--- config.mk ---
export PLATFORM = sky130hd
export DESIGN_NAME = shift_register_seq_ctrl
export DESIGN_NICKNAME = d
export VERILOG_FILES = /design/src/rtl/shift_register_seq_ctrl_pkg.sv /design/src/rtl/shift_register_seq_ctrl_cycle_counter.sv /design/src/rtl/shift_register_seq_ctrl.sv
export SDC_FILE = /design/constraint.sdc
export NUM_CORES = 1
export LEC_CHECK = 0
export CORE_MARGIN = 2
export CORE_UTILIZATION = 35
export CTS_CLUSTER_DIAMETER = 50
export DETAILED_ROUTE_END_ITERATION = 10
export PLACE_DENSITY = 0.61
export SETUP_SLACK_MARGIN = 0.4
export SLEW_MARGIN = 20
export SYNTH_ARGS = -nofsm -noshare
export SYNTH_HDL_FRONTEND = slang
export SYNTH_SLANG_ARGS = --single-unit
--- constraint.sdc ---
create_clock -name clk -period 2.1 [get_ports clk]
set_clock_uncertainty 0.15 [all_clocks]
set_input_delay 0.21 -clock clk [delete_from_list [all_inputs] [get_ports clk]]
set_output_delay 0.21 -clock clk [all_outputs]
set_load 0.005 [all_outputs]
--- src/rtl/shift_register_seq_ctrl_pkg.sv ---
// Shared state encoding, widths and helpers for the shift register sequencer.
package shift_ctrl_pkg;

   typedef enum logic [1:0] {S_IDLE, S_LOAD, S_SHIFT, S_GAP} seq_state_t;

   localparam int unsigned DEFAULT_WIDTH = 8;
   localparam int unsigned CNT_W         = $clog2(DEFAULT_WIDTH);
   localparam int unsigned GAP_W         = 4;
   localparam int unsigned WORD_CNT_W    = 16;

   // One counter serves both the shift count and the gap count.
   function automatic int unsigned ctr_width(input int unsigned width);
      int unsigned w;
      w = $clog2(width);
      return (w > GAP_W) ? w : GAP_W;
   endfunction

endpackage

--- src/rtl/shift_register_seq_ctrl_cycle_counter.sv ---
// Loadable down-counter; last_c flags the final cycle of a loaded count.
module sr_cycle_counter
   import shift_ctrl_pkg::*;
#(
   parameter int unsigned W = CNT_W
)(
   input  logic         clk,
   input  logic         rst_n,
   input  logic         load,
   input  logic [W-1:0] load_val,
   input  logic         dec,
   output logic         last_c
);

   logic [W-1:0] count;

   // Saturates at zero so a stale count never wraps.
   always_ff @(posedge clk or negedge rst_n) begin
      if (!rst_n) begin
         count <= '0;
      end else if (load) begin
         count <= load_val;
      end else if (dec && (count != '0)) begin
         count <= count - W'(1);
      end
   end

   assign last_c = (count == W'(1));

endmodule

--- src/rtl/shift_register_seq_ctrl.sv ---
// Sequencer that loads each accepted word into the shift register once and
// then shifts it NUM_SHIFTS times, with an optional idle gap between words.
module shift_register_seq_ctrl
   import shift_ctrl_pkg::*;
#(
   parameter int unsigned WIDTH      = DEFAULT_WIDTH,
   parameter int unsigned NUM_SHIFTS = 7,
   parameter int unsigned GAP_CYCLES = 1
)(
   input  logic                  clk,
   input  logic                  rst_n,
   input  logic                  in_valid,
   input  logic [WIDTH-1:0]      in_data,
   output logic                  in_ready,
   input  logic                  abort,
   output logic                  load_en,
   output logic                  shift_en,
   output logic [WIDTH-1:0]      sr_data,
   output logic                  busy,
   output logic                  done,
   output logic [WORD_CNT_W-1:0] word_cnt
);

   localparam int unsigned CTR_W = ctr_width(WIDTH);

   if ((NUM_SHIFTS == 0) || (NUM_SHIFTS >= WIDTH)) begin : g_bad_num_shifts
      $error("shift_register_seq_ctrl: NUM_SHIFTS must be in 1..WIDTH-1");
   end
   if (GAP_CYCLES > 15) begin : g_bad_gap_cycles
      $error("shift_register_seq_ctrl: GAP_CYCLES must be in 0..15");
   end

   seq_state_t       state;
   logic             ctr_load_c;
   logic             ctr_dec_c;
   logic [CTR_W-1:0] ctr_val_c;
   logic             ctr_last_c;

   // Counter control: arm the shift count on LOAD, the gap count on the last shift.
   always_comb begin
      ctr_load_c = 1'b0;
      ctr_dec_c  = 1'b0;
      ctr_val_c  = '0;
      if (!abort) begin
         case (state)
            S_LOAD: begin
               ctr_load_c = 1'b1;
               ctr_val_c  = CTR_W'(NUM_SHIFTS);
            end
            S_SHIFT: begin
               if (ctr_last_c) begin
                  ctr_load_c = 1'b1;
                  ctr_val_c  = CTR_W'(GAP_CYCLES);
               end else begin
                  ctr_dec_c = 1'b1;
               end
            end
            S_GAP:   ctr_dec_c = 1'b1;
            default: ;
         endcase
      end
   end

   sr_cycle_counter #(.W(CTR_W)) u_cycle_counter (
      .clk      (clk),
      .rst_n    (rst_n),
      .load     (ctr_load_c),
      .load_val (ctr_val_c),
      .dec      (ctr_dec_c),
      .last_c   (ctr_last_c)
   );

   // Sequencer FSM; pulses default low and abort overrides everything.
   always_ff @(posedge clk or negedge rst_n) begin
      if (!rst_n) begin
         state    <= S_IDLE;
         in_ready <= 1'b1;
         load_en  <= 1'b0;
         shift_en <= 1'b0;
         sr_data  <= '0;
         busy     <= 1'b0;
         done     <= 1'b0;
         word_cnt <= '0;
      end else begin
         load_en  <= 1'b0;
         shift_en <= 1'b0;
         done     <= 1'b0;
         if (abort) begin
            state    <= S_IDLE;
            in_ready <= 1'b0;
            busy     <= 1'b0;
         end else begin
            case (state)
               S_IDLE: begin
                  if (in_valid && in_ready) begin
                     state    <= S_LOAD;
                     load_en  <= 1'b1;
                     sr_data  <= in_data;
                     in_ready <= 1'b0;
                     busy     <= 1'b1;
                  end else begin
                     in_ready <= 1'b1;
                  end
               end
               S_LOAD: begin
                  state    <= S_SHIFT;
                  shift_en <= 1'b1;
               end
               S_SHIFT: begin
                  if (ctr_last_c) begin
                     done     <= 1'b1;
                     word_cnt <= word_cnt + WORD_CNT_W'(1);
                     if (GAP_CYCLES == 0) begin
                        state    <= S_IDLE;
                        in_ready <= 1'b1;
                        busy     <= 1'b0;
                     end else begin
                        state <= S_GAP;
                     end
                  end else begin
                     shift_en <= 1'b1;
                  end
               end
               S_GAP: begin
                  if (ctr_last_c) begin
                     state    <= S_IDLE;
                     in_ready <= 1'b1;
                     busy     <= 1'b0;
                  end
               end
               default: begin
                  state    <= S_IDLE;
                  in_ready <= 1'b1;
                  busy     <= 1'b0;
               end
            endcase
         end
      end
   end

endmodule

==> impl_table.tex, run 1 <==
\begin{tabular}{lr}
\hline
Metric & Value \\
\hline
\multicolumn{2}{l}{\textbf{Pwr}} \\
Comb power frac & between 40\% and 50\% \\
Switching share of total power & 32.6\% \\
LEAKAGE & 1.25 nW \\
Maximum vdd drop & $\sim$590 uV \\
Psw & 877 uW \\
Int Pwr & $\sim$1.8 mW \\
Power density over the cells & a little over 1000 nW/um2 \\
Pwr Total & 2.69 mW \\
Fraction of power consumed by the clock network & 17.7\% \\
Sequential share of power & 36.9\% \\
\multicolumn{2}{l}{\textbf{Drt}} \\
Detail Route Antenna Nets & 0 \\
Iteration-0 DRC Markers & 67 \\
Drt total wl & 4060 um \\
Per-cell routed wire length & between 10 and 15 um \\
Met2 wire length & 2110 um \\
Length of routed met3 wiring & approximately 130 um \\
Via Count & 1,368 \\
Number of DRC violations after detailed routing & 0 \\
Via count normalized by instance count & a little under 5 \\
WL met1 & approximately 1800 um \\
TritonRoute pass-1 iters & 4 \\
Highest layer used for signal routing & met4 \\
\multicolumn{2}{l}{\textbf{Synth}} \\
Net Count, Synth & between 150 and 200 \\
Unique cell type count in the Yosys netlist & 39 \\
Sequential cell area fraction in the yosys report & 50.6\% \\
YS warnings & 0 \\
Post-Syn Area & 1730 um2 \\
Synthesized instance count & around 150 \\
Number of synthesized register bits & 35 \\
Post-Syn Area per Cell & between 10 and 15 um2 \\
\multicolumn{2}{l}{\textbf{Finish}} \\
Number of fill cells & 413 \\
End-of-flow core utilization & 55.5\% \\
Total number of nets in the final design & 234 \\
Flip-flop and latch area & 880 um2 \\
Fin cells & $\sim$280 \\
Most common cell after layout, fill and taps aside & sky130\_fd\_sc\_hd\_\_clkdlybuf4s50\_1 \\
Total area of multi-input combinational cells & 1010 um2 \\
Most frequent cells in the layout & sky130\_fd\_sc\_hd\_\_clkdlybuf4s50\_1, sky130\_fd\_sc\_hd\_\_dfrtp\_1, sky130\_fd\_sc\_hd\_\_buf\_4 \\
Share of cells above drive strength 1 & 31.8\% \\
Number of antenna repair diodes & 0 \\
Layout overhead on the synthesized area & 52.3\% \\
Post-layout instance area & about 2600 um2 \\
\multicolumn{2}{l}{\textbf{Place}} \\
DP Wirelength & 2630 um \\
Last weighted congestion value of the routability-driven placer & 0.753 \\
Number of input and output port buffers inserted & 40 \\
Setup slack after placement & roughly 110 ps \\
Placed Instances & approximately 260 \\
Placed Area & approximately 2300 um2 \\
\multicolumn{2}{l}{\textbf{Clock network}} \\
Num Clock Sinks & 35 \\
CTS root buffer & sky130\_fd\_sc\_hd\_\_clkbuf\_8 \\
Maximum clock path buffer count & 2 \\
Clock-pin slew reported for the worst setup and hold paths after clock tree synthesis & about 70 ps \\
Number of buffers inserted for hold repair after clock tree synthesis & 0 \\
Clock tree from TritonCTS & built \\
CTS H-tree depth & 2 \\
Clock buffers created by TritonCTS & 5 \\
Insertion delay of the later-clocked pin in the worst-skew pair & 280 ps \\
\multicolumn{2}{l}{\textbf{Timing}} \\
Final critical-path share of the clock period & 88.7\% \\
Final critical path time including I/O delays and setup & 1860 ps \\
Number of max-slew violations in the final report & 0 \\
Pin slew with the least headroom to its limit & around 450 ps \\
Achievable Freq & 537 MHz \\
Unrepaired setup endpoints after global routing & true \\
Final Hold Violating Endpoints & 0 \\
Setup TNS & 0 ps \\
Worst Hold Margin & 186 ps \\
Final setup violation count & 0 \\
Headroom to the max-slew limit & 70.0\% \\
Final setup margin & 238 ps \\
\multicolumn{2}{l}{\textbf{Critical path}} \\
Worst setup EP type & flip-flop \\
Element type at the critical path start & flip-flop \\
Largest driver fanout on the critical path & 6 \\
Worst reg2reg path startpoint & state[0]\$\_DFFE\_PN0P\_ \\
Type of the worst setup path & flip-flop to flip-flop \\
FF-to-FF End & u\_cycle\_counter.count[0]\$\_DFFE\_PN0P\_ \\
Worst Path Required & about 2100 ps \\
Worst Reg-to-Reg Cells & 7 \\
Worst-case register-to-register setup slack & 240 ps \\
Arrival time of the worst setup path & 1880 ps \\
\multicolumn{2}{l}{\textbf{Floorplan}} \\
Number of placement rows & 25 \\
Die height & between 70 and 80 um \\
Effective utilization at floorplan & 36.4\% \\
Area of the core & 4750 um2 \\
Number of placed I/O pins & 41 \\
Die footprint & 5530 um2 \\
Die Width & 74.4 um \\
\multicolumn{2}{l}{\textbf{Job}} \\
Number of max-cap violations & 0 \\
\multicolumn{2}{l}{\textbf{Global route}} \\
All-layer global routing usage & about 15\% \\
Global-route wire length before repair & 6410 um \\
Total global routing overflow & 0 \\
Number of global-route vias before repair & 1,368 \\
Pin count of the biggest net entering global routing & 36 \\
Antenna violations before repair & 0 \\
\multicolumn{2}{l}{\textbf{Outcome}} \\
Status & complete, no violations \\
\multicolumn{2}{l}{\textbf{Min path}} \\
Worst hold path type & input port to asynchronous set/reset pin \\
\hline
\end{tabular}
worst max-delay path by stage:
stage / startpoint / endpoint / slack (ps) / depth (start not counted)
floorplan: state[0]$_DFFE_PN0P_ / u_cycle_counter.count[1]$_DFFE_PN0P_ / 410 / 6
global placement: abort / word_cnt[9]$_DFFE_PN0P_ / 170 / 5
detailed placement: abort / word_cnt[9]$_DFFE_PN0P_ / 110 / 5
CTS: state[0]$_DFFE_PN0P_ / word_cnt[9]$_DFFE_PN0P_ / 300 / 6
global route: state[0]$_DFFE_PN0P_ / word_cnt[10]$_DFFE_PN0P_ / 180 / 7
finish: state[0]$_DFFE_PN0P_ / u_cycle_counter.count[0]$_DFFE_PN0P_ / 240 / 7
sequential cells by signal, indices dropped and copies added (netlist names):
register	flops
word_cnt	16
sr_data	8
shift_en	1
state	2
u_cycle_counter.count	4
done	1
load_en	1
busy	1
in_ready	1
final cells by class:
class                           count  area share [%]
Tap cell                           67            3.18
Inverter                           10            1.52
Clock inverter                      1           0.190
Multi-Input combinational cell    103            38.4
Sequential cell                    35            33.3
Clock buffer                        7            2.89
Timing Repair Buffer               58            20.5
power groups by stage:
stage	sequential (mW)	combinational, mW	clock [mW]
after floorplan	0.960	0.502	0
after global placement	0.956	0.835	0
after detailed placement	0.969	0.870	0
after CTS	0.964	1.01	0.477
after global routing	1.01	1.33	0.514
final	0.993	1.23	0.475
logic make-up (layout without fill, tap and decap cells):
family	Yosys count	in the layout	synth area share (%)
DFF	35	35	50.6
muxes	10	10	6.43
and+or+nand+nor	49	50	18.8
buffers and inverters	12	76	2.74
adders and majority gates	9	9	6.50
AOI/OAI and AO/OA	19	19	7.36
xor gates and xnor gates	15	15	7.58
layer usage:
layer	up-vias	GRT usage, %
met2	25	25.1
met5	-	0
met4	0	5.36
met1	686	19.5
met3	4	4.07
li1	653	-
synthesized netlist by cell type:
cell type | count | area share (%)
sky130_fd_sc_hd__and3b_1 | 1 | 0.51
sky130_fd_sc_hd__a21o_1 | 2 | 0.87
sky130_fd_sc_hd__a211oi_1 | 2 | 0.87
sky130_fd_sc_hd__o31ai_1 | 1 | 0.43
sky130_fd_sc_hd__nor4bb_1 | 1 | 0.58
sky130_fd_sc_hd__a21oi_1 | 4 | 1.2
sky130_fd_sc_hd__o211ai_1 | 1 | 0.43
sky130_fd_sc_hd__nand2_1 | 12 | 2.6
sky130_fd_sc_hd__a211o_1 | 1 | 0.51
sky130_fd_sc_hd__nand3_1 | 6 | 1.7
sky130_fd_sc_hd__a21boi_0 | 1 | 0.43
sky130_fd_sc_hd__o21bai_1 | 1 | 0.43
sky130_fd_sc_hd__xnor2_1 | 10 | 5.1
sky130_fd_sc_hd__mux2i_1 | 1 | 0.58
sky130_fd_sc_hd__and4_1 | 2 | 1.0
sky130_fd_sc_hd__buf_2 | 2 | 0.58
sky130_fd_sc_hd__o21ai_1 | 1 | 0.29
sky130_fd_sc_hd__nand3b_4 | 1 | 1.2
sky130_fd_sc_hd__inv_1 | 10 | 2.2
sky130_fd_sc_hd__nand4_4 | 1 | 1.2
sky130_fd_sc_hd__nor2_1 | 6 | 1.3
sky130_fd_sc_hd__xor2_1 | 5 | 2.5
sky130_fd_sc_hd__nand2b_1 | 1 | 0.36
sky130_fd_sc_hd__nor3_1 | 3 | 0.87
sky130_fd_sc_hd__and3_1 | 3 | 1.1
sky130_fd_sc_hd__ha_1 | 9 | 6.5
sky130_fd_sc_hd__o21ai_0 | 3 | 0.87
sky130_fd_sc_hd__or3_1 | 1 | 0.36
sky130_fd_sc_hd__mux2_2 | 9 | 5.8
sky130_fd_sc_hd__nor3b_1 | 2 | 0.87
sky130_fd_sc_hd__dfrtp_1 | 34 | 49
sky130_fd_sc_hd__nand4_1 | 3 | 1.1
sky130_fd_sc_hd__o21ba_2 | 1 | 0.58
sky130_fd_sc_hd__o2111ai_1 | 1 | 0.51
sky130_fd_sc_hd__dfstp_2 | 1 | 1.5
sky130_fd_sc_hd__nor2b_1 | 2 | 0.72
sky130_fd_sc_hd__nor4_4 | 2 | 2.5
sky130_fd_sc_hd__or2_4 | 1 | 0.51
sky130_fd_sc_hd__nor4_1 | 1 | 0.36
worst max-delay path, stage by stage, from the launching register on:
cell and delay, ps:
sky130_fd_sc_hd__dfrtp_1 400, sky130_fd_sc_hd__inv_2 80, sky130_fd_sc_hd__ha_4 190, sky130_fd_sc_hd__buf_4 130
sky130_fd_sc_hd__buf_6 110, sky130_fd_sc_hd__o21ba_4 210, sky130_fd_sc_hd__a21o_1 190, sky130_fd_sc_hd__a211o_1 280
what timing repair did:
action	CTS	global route
setup endpoints to repair	25	30
hold endpoints to repair	0	0
pin swaps	11	17
gates cloned	1	0
gates resized for setup	19	27
buffers inserted	6	10
No activity file was read; power rests on OpenSTA's default activity.
==> inputs of run 2 (changes only) <==
- CORE_ASPECT_RATIO: default -> 0.5
- PLACE_DENSITY: 0.61 -> 0.6
- SYNTH_HIERARCHICAL: default -> 1
==> run 2 against run 1 <==
- maximum frequency decreased by 5.6%
- final area is 0.24% higher
- routed wire length decreased by 8.6%
- critical path depth rose by 2
- clock power shrank 2%
- critical path type unchanged
- largest cell class unchanged
==> impl_table.tex, run 2 <==
\begin{tabular}{lr}
\hline
Metric & Value \\
\hline
\multicolumn{2}{l}{\textbf{Timing}} \\
Final critical path time including I/O delays and setup & 1970 ps (+111 ps) \\
Number of max-slew violations in the final report & 0 (unchanged) \\
Final critical-path share of the clock period & 94.0\% (+5.3 points) \\
Final setup margin & 127 ps (-111 ps) \\
Final setup violation count & 0 (unchanged) \\
Unrepaired setup endpoints after global routing & true \\
Achievable Freq & 507 MHz (-5.6\%) \\
Worst Hold Margin & 185 ps (-0.630 ps) \\
Final Hold Violating Endpoints & 0 (unchanged) \\
Setup TNS & 0 ps (unchanged) \\
\multicolumn{2}{l}{\textbf{Pwr}} \\
Pwr Total & 2.72 mW (+1.0\%) \\
Maximum vdd drop & 466 uV (-21\%) \\
Power density over the cells & 1030 nW/um2 (+0.79\%) \\
LEAKAGE & 1.20 nW (-3.7\%) \\
\multicolumn{2}{l}{\textbf{Clock network}} \\
Insertion delay of the later-clocked pin in the worst-skew pair & 280 ps (about the same) \\
Clock tree from TritonCTS & built \\
Maximum clock path buffer count & 2 (unchanged) \\
Clock buffers created by TritonCTS & 5 (unchanged) \\
Number of buffers inserted for hold repair after clock tree synthesis & 0 (unchanged) \\
CTS root buffer & sky130\_fd\_sc\_hd\_\_clkbuf\_8 \\
Clock-pin slew reported for the worst setup and hold paths after clock tree synthesis & 70 ps (about the same) \\
CTS H-tree depth & 2 (unchanged) \\
Num Clock Sinks & 35 (unchanged) \\
\multicolumn{2}{l}{\textbf{Drt}} \\
Via Count & 1,314 (-3.9\%) \\
Iteration-0 DRC Markers & 23 (-66\%) \\
Number of DRC violations after detailed routing & 0 (unchanged) \\
Per-cell routed wire length & 12.6 um (-13\%) \\
Drt total wl & 3710 um (-8.6\%) \\
Via count normalized by instance count & 4.47 (-8.2\%) \\
Detail Route Antenna Nets & 0 (unchanged) \\
TritonRoute pass-1 iters & 4 (unchanged) \\
\multicolumn{2}{l}{\textbf{Finish}} \\
Total number of nets in the final design & 244 (+4.3\%) \\
Top register by number of flip-flops & word\_cnt \\
Largest registers ranked by flip-flop count & word\_cnt x16, sr\_data x8, u\_cycle\_counter/count x4 \\
Number of fill cells & 409 (-0.97\%) \\
Share of cells above drive strength 1 & 33.0\% (+1.3 points) \\
Most common cell after layout, fill and taps aside & sky130\_fd\_sc\_hd\_\_clkdlybuf4s50\_1 \\
Total area of multi-input combinational cells & 951 um2 (-6.1\%) \\
Layout overhead on the synthesized area & 50.1\% \\
Number of flip-flops under the largest register name & 16 (unchanged) \\
Most frequent cells in the layout & sky130\_fd\_sc\_hd\_\_clkdlybuf4s50\_1, sky130\_fd\_sc\_hd\_\_dfrtp\_1, sky130\_fd\_sc\_hd\_\_buf\_4 \\
Number of antenna repair diodes & 0 (unchanged) \\
End-of-flow core utilization & 54.1\% (-1.4 points) \\
Flip-flop and latch area & 880 um2 (unchanged) \\
\multicolumn{2}{l}{\textbf{Critical path}} \\
Worst Path Required & 2120 ps (about the same) \\
Crit-path slowest cell & sky130\_fd\_sc\_hd\_\_dfrtp\_1 \\
Arrival time of the worst setup path & 2000 ps (+120 ps) \\
Worst setup EP type & flip-flop \\
Maximum single-stage delay on the critical path & 390 ps (about the same) \\
Type of the worst setup path & flip-flop to flip-flop \\
List of cells traversed by the critical path & inv\_2 -> ha\_2 -> nor3b\_4 -> buf\_6 -> buf\_4 -> and3b\_2 -> and2\_4 -> nand4\_1 -> xnor2\_1 \\
Largest driver fanout on the critical path & 5 (-1) \\
Element type at the critical path start & flip-flop \\
\multicolumn{2}{l}{\textbf{Global route}} \\
All-layer global routing usage & 13.6\% (-1.7 points) \\
Number of global-route vias before repair & 1,259 (-8.0\%) \\
Global-route wire length before repair & 5870 um (-8.4\%) \\
Antenna violations before repair & 0 (unchanged) \\
Pin count of the biggest net entering global routing & 36 (unchanged) \\
Total global routing overflow & 0 (unchanged) \\
\multicolumn{2}{l}{\textbf{Synth}} \\
Net Count, Synth & 175 (+2.9\%) \\
Synth top cells by count & sky130\_fd\_sc\_hd\_\_dfrtp\_1, sky130\_fd\_sc\_hd\_\_nand2\_1, sky130\_fd\_sc\_hd\_\_xnor2\_1 \\
Synthesized instance count & 154 (+3.4\%) \\
Sequential cell area fraction in the yosys report & 49.8\% (-0.83 points) \\
Share of Yosys cell area claimed by the top area cell type & 48.3\% (-0.80 points) \\
YS warnings & 6 (+6) \\
Most used DFF post-synth & sky130\_fd\_sc\_hd\_\_dfrtp\_1 \\
Number of synthesized register bits & 35 (unchanged) \\
Largest area contributor in the synthesized netlist & sky130\_fd\_sc\_hd\_\_dfrtp\_1 \\
Most numerous cell in the Yosys netlist & sky130\_fd\_sc\_hd\_\_dfrtp\_1 \\
Share of flip-flops with an asynchronous set or reset & 100\% (unchanged) \\
Count of flip-flops with a built-in enable after synthesis & 0 (unchanged) \\
Post-Syn Area & 1760 um2 (+1.7\%) \\
Unique cell type count in the Yosys netlist & 39 (unchanged) \\
Dominant cells by area after synthesis & sky130\_fd\_sc\_hd\_\_dfrtp\_1, sky130\_fd\_sc\_hd\_\_xnor2\_1, sky130\_fd\_sc\_hd\_\_ha\_1, sky130\_fd\_sc\_hd\_\_mux2\_2, sky130\_fd\_sc\_hd\_\_nand2\_1 \\
Post-Syn Area per Cell & 11.4 um2 (-1.6\%) \\
\multicolumn{2}{l}{\textbf{Place}} \\
DP Wirelength & 2520 um (-4.1\%) \\
Last weighted congestion value of the routability-driven placer & 0.802 (+6.6\%) \\
Number of input and output port buffers inserted & 40 (unchanged) \\
Setup slack after placement & 82.5 ps (-29.0 ps) \\
\multicolumn{2}{l}{\textbf{Floorplan}} \\
Area of the core & 4890 um2 (+2.8\%) \\
Number of placed I/O pins & 41 (unchanged) \\
Die height & 54.2 um (-27\%) \\
Number of placement rows & 18 (-28\%) \\
Die footprint & 5650 um2 (+2.2\%) \\
Effective utilization at floorplan & 36.0\% (-0.40 points) \\
Die Width & 104 um (+40\%) \\
\multicolumn{2}{l}{\textbf{Outcome}} \\
Status & complete, no violations \\
\multicolumn{2}{l}{\textbf{Job}} \\
Number of max-cap violations & 0 (unchanged) \\
\multicolumn{2}{l}{\textbf{Min path}} \\
Worst hold path type & input port to asynchronous set/reset pin \\
\hline
\end{tabular}
[run 2: timing repair]
item | 4_1_cts | 5_1_grt
endpoints found under the setup margin | 31 | 33
setup buffers | 11 | 7
hold endpoints to repair | 0 | 0
gates resized for setup | 15 | 8
gates cloned | 0 | 0
pin swaps | 14 | 10
[run 2: worst paths after layout]
| kind | from | cells past startpoint | endpoint | slack [ps] |
|---|---|---|---|---|
| setup / recovery | u_cycle_counter/count[1]$_DFFE_PN0P_ | 9 | word_cnt[6]$_DFFE_PN0P_ | 130 |
| hold / removal | rst_n | 2 | word_cnt[10]$_DFFE_PN0P_ | 190 |
| setup reg to reg | u_cycle_counter/count[1]$_DFFE_PN0P_ | 9 | word_cnt[6]$_DFFE_PN0P_ | 130 |
| hold reg to reg | word_cnt[15]$_DFFE_PN0P_ | 1 | word_cnt[15]$_DFFE_PN0P_ | 320 |
| max in group asynchronous | rst_n | 2 | in_ready$_DFFE_PN1P_ | 1270 |
| min in group clk | word_cnt[15]$_DFFE_PN0P_ | 1 | word_cnt[15]$_DFFE_PN0P_ | 320 |
[run 2: cells by family after synthesis]
| group | share of synthesized area, % |
|---|---|
| AO/OA/AOI/OAI | 5.68 |
| adder cells (fa/ha/maj) | 6.39 |
| XOR/XNOR | 7.46 |
| AND/OR/NAND/NOR | 21.3 |
| multiplexers | 6.25 |
| buffers and inverters | 2.91 |
| other | 0.213 |
| flip-flops | 49.8 |
[run 2: critical path, delay by kind of cell, from the launching register on]
kind                       cells  cell delay [ps]
and+or+nand+nor                4              730
DFF                            1              390
buffers and inverters          3              310
adders and majority gates      1              150
xor gates and xnor gates       1              140
[run 2: per-stage QoR]
step / instance area, um2 / std cells
finish: 2650 / 294
global route: 2650 / 294
global placement: 2340 / 268
CTS: 2560 / 287
floorplan: 1820 / 154
detailed placement: 2340 / 268
[run 2: routing by layer]
layer	wire, um	vias up	global-route usage (%)
li1	-	664	-
met1	1700	628	16.8
met2	1860	18	23.3
met3	112	4	3.87
met4	38	0	5.18
met5	0	-	0
[run 2: layout make-up]
| class | instances | area share (%) |
|---|---|---|
| multi-input combinational | 107 | 36.0 |
| sequential | 35 | 33.3 |
| timing repair buffer | 65 | 23.0 |
| tap | 70 | 3.31 |
| clock buffer | 5 | 2.60 |
| inverter | 9 | 1.28 |
| clock inverter | 3 | 0.568 |
[run 2: power by group]
part / total (mW) / internal, mW / switching [mW]
logic: 1.27 / 0.759 / 0.508
registers: 0.987 / 0.849 / 0.138
clock network: 0.467 / 0.227 / 0.240
total: 2.72 / 1.83 / 0.886
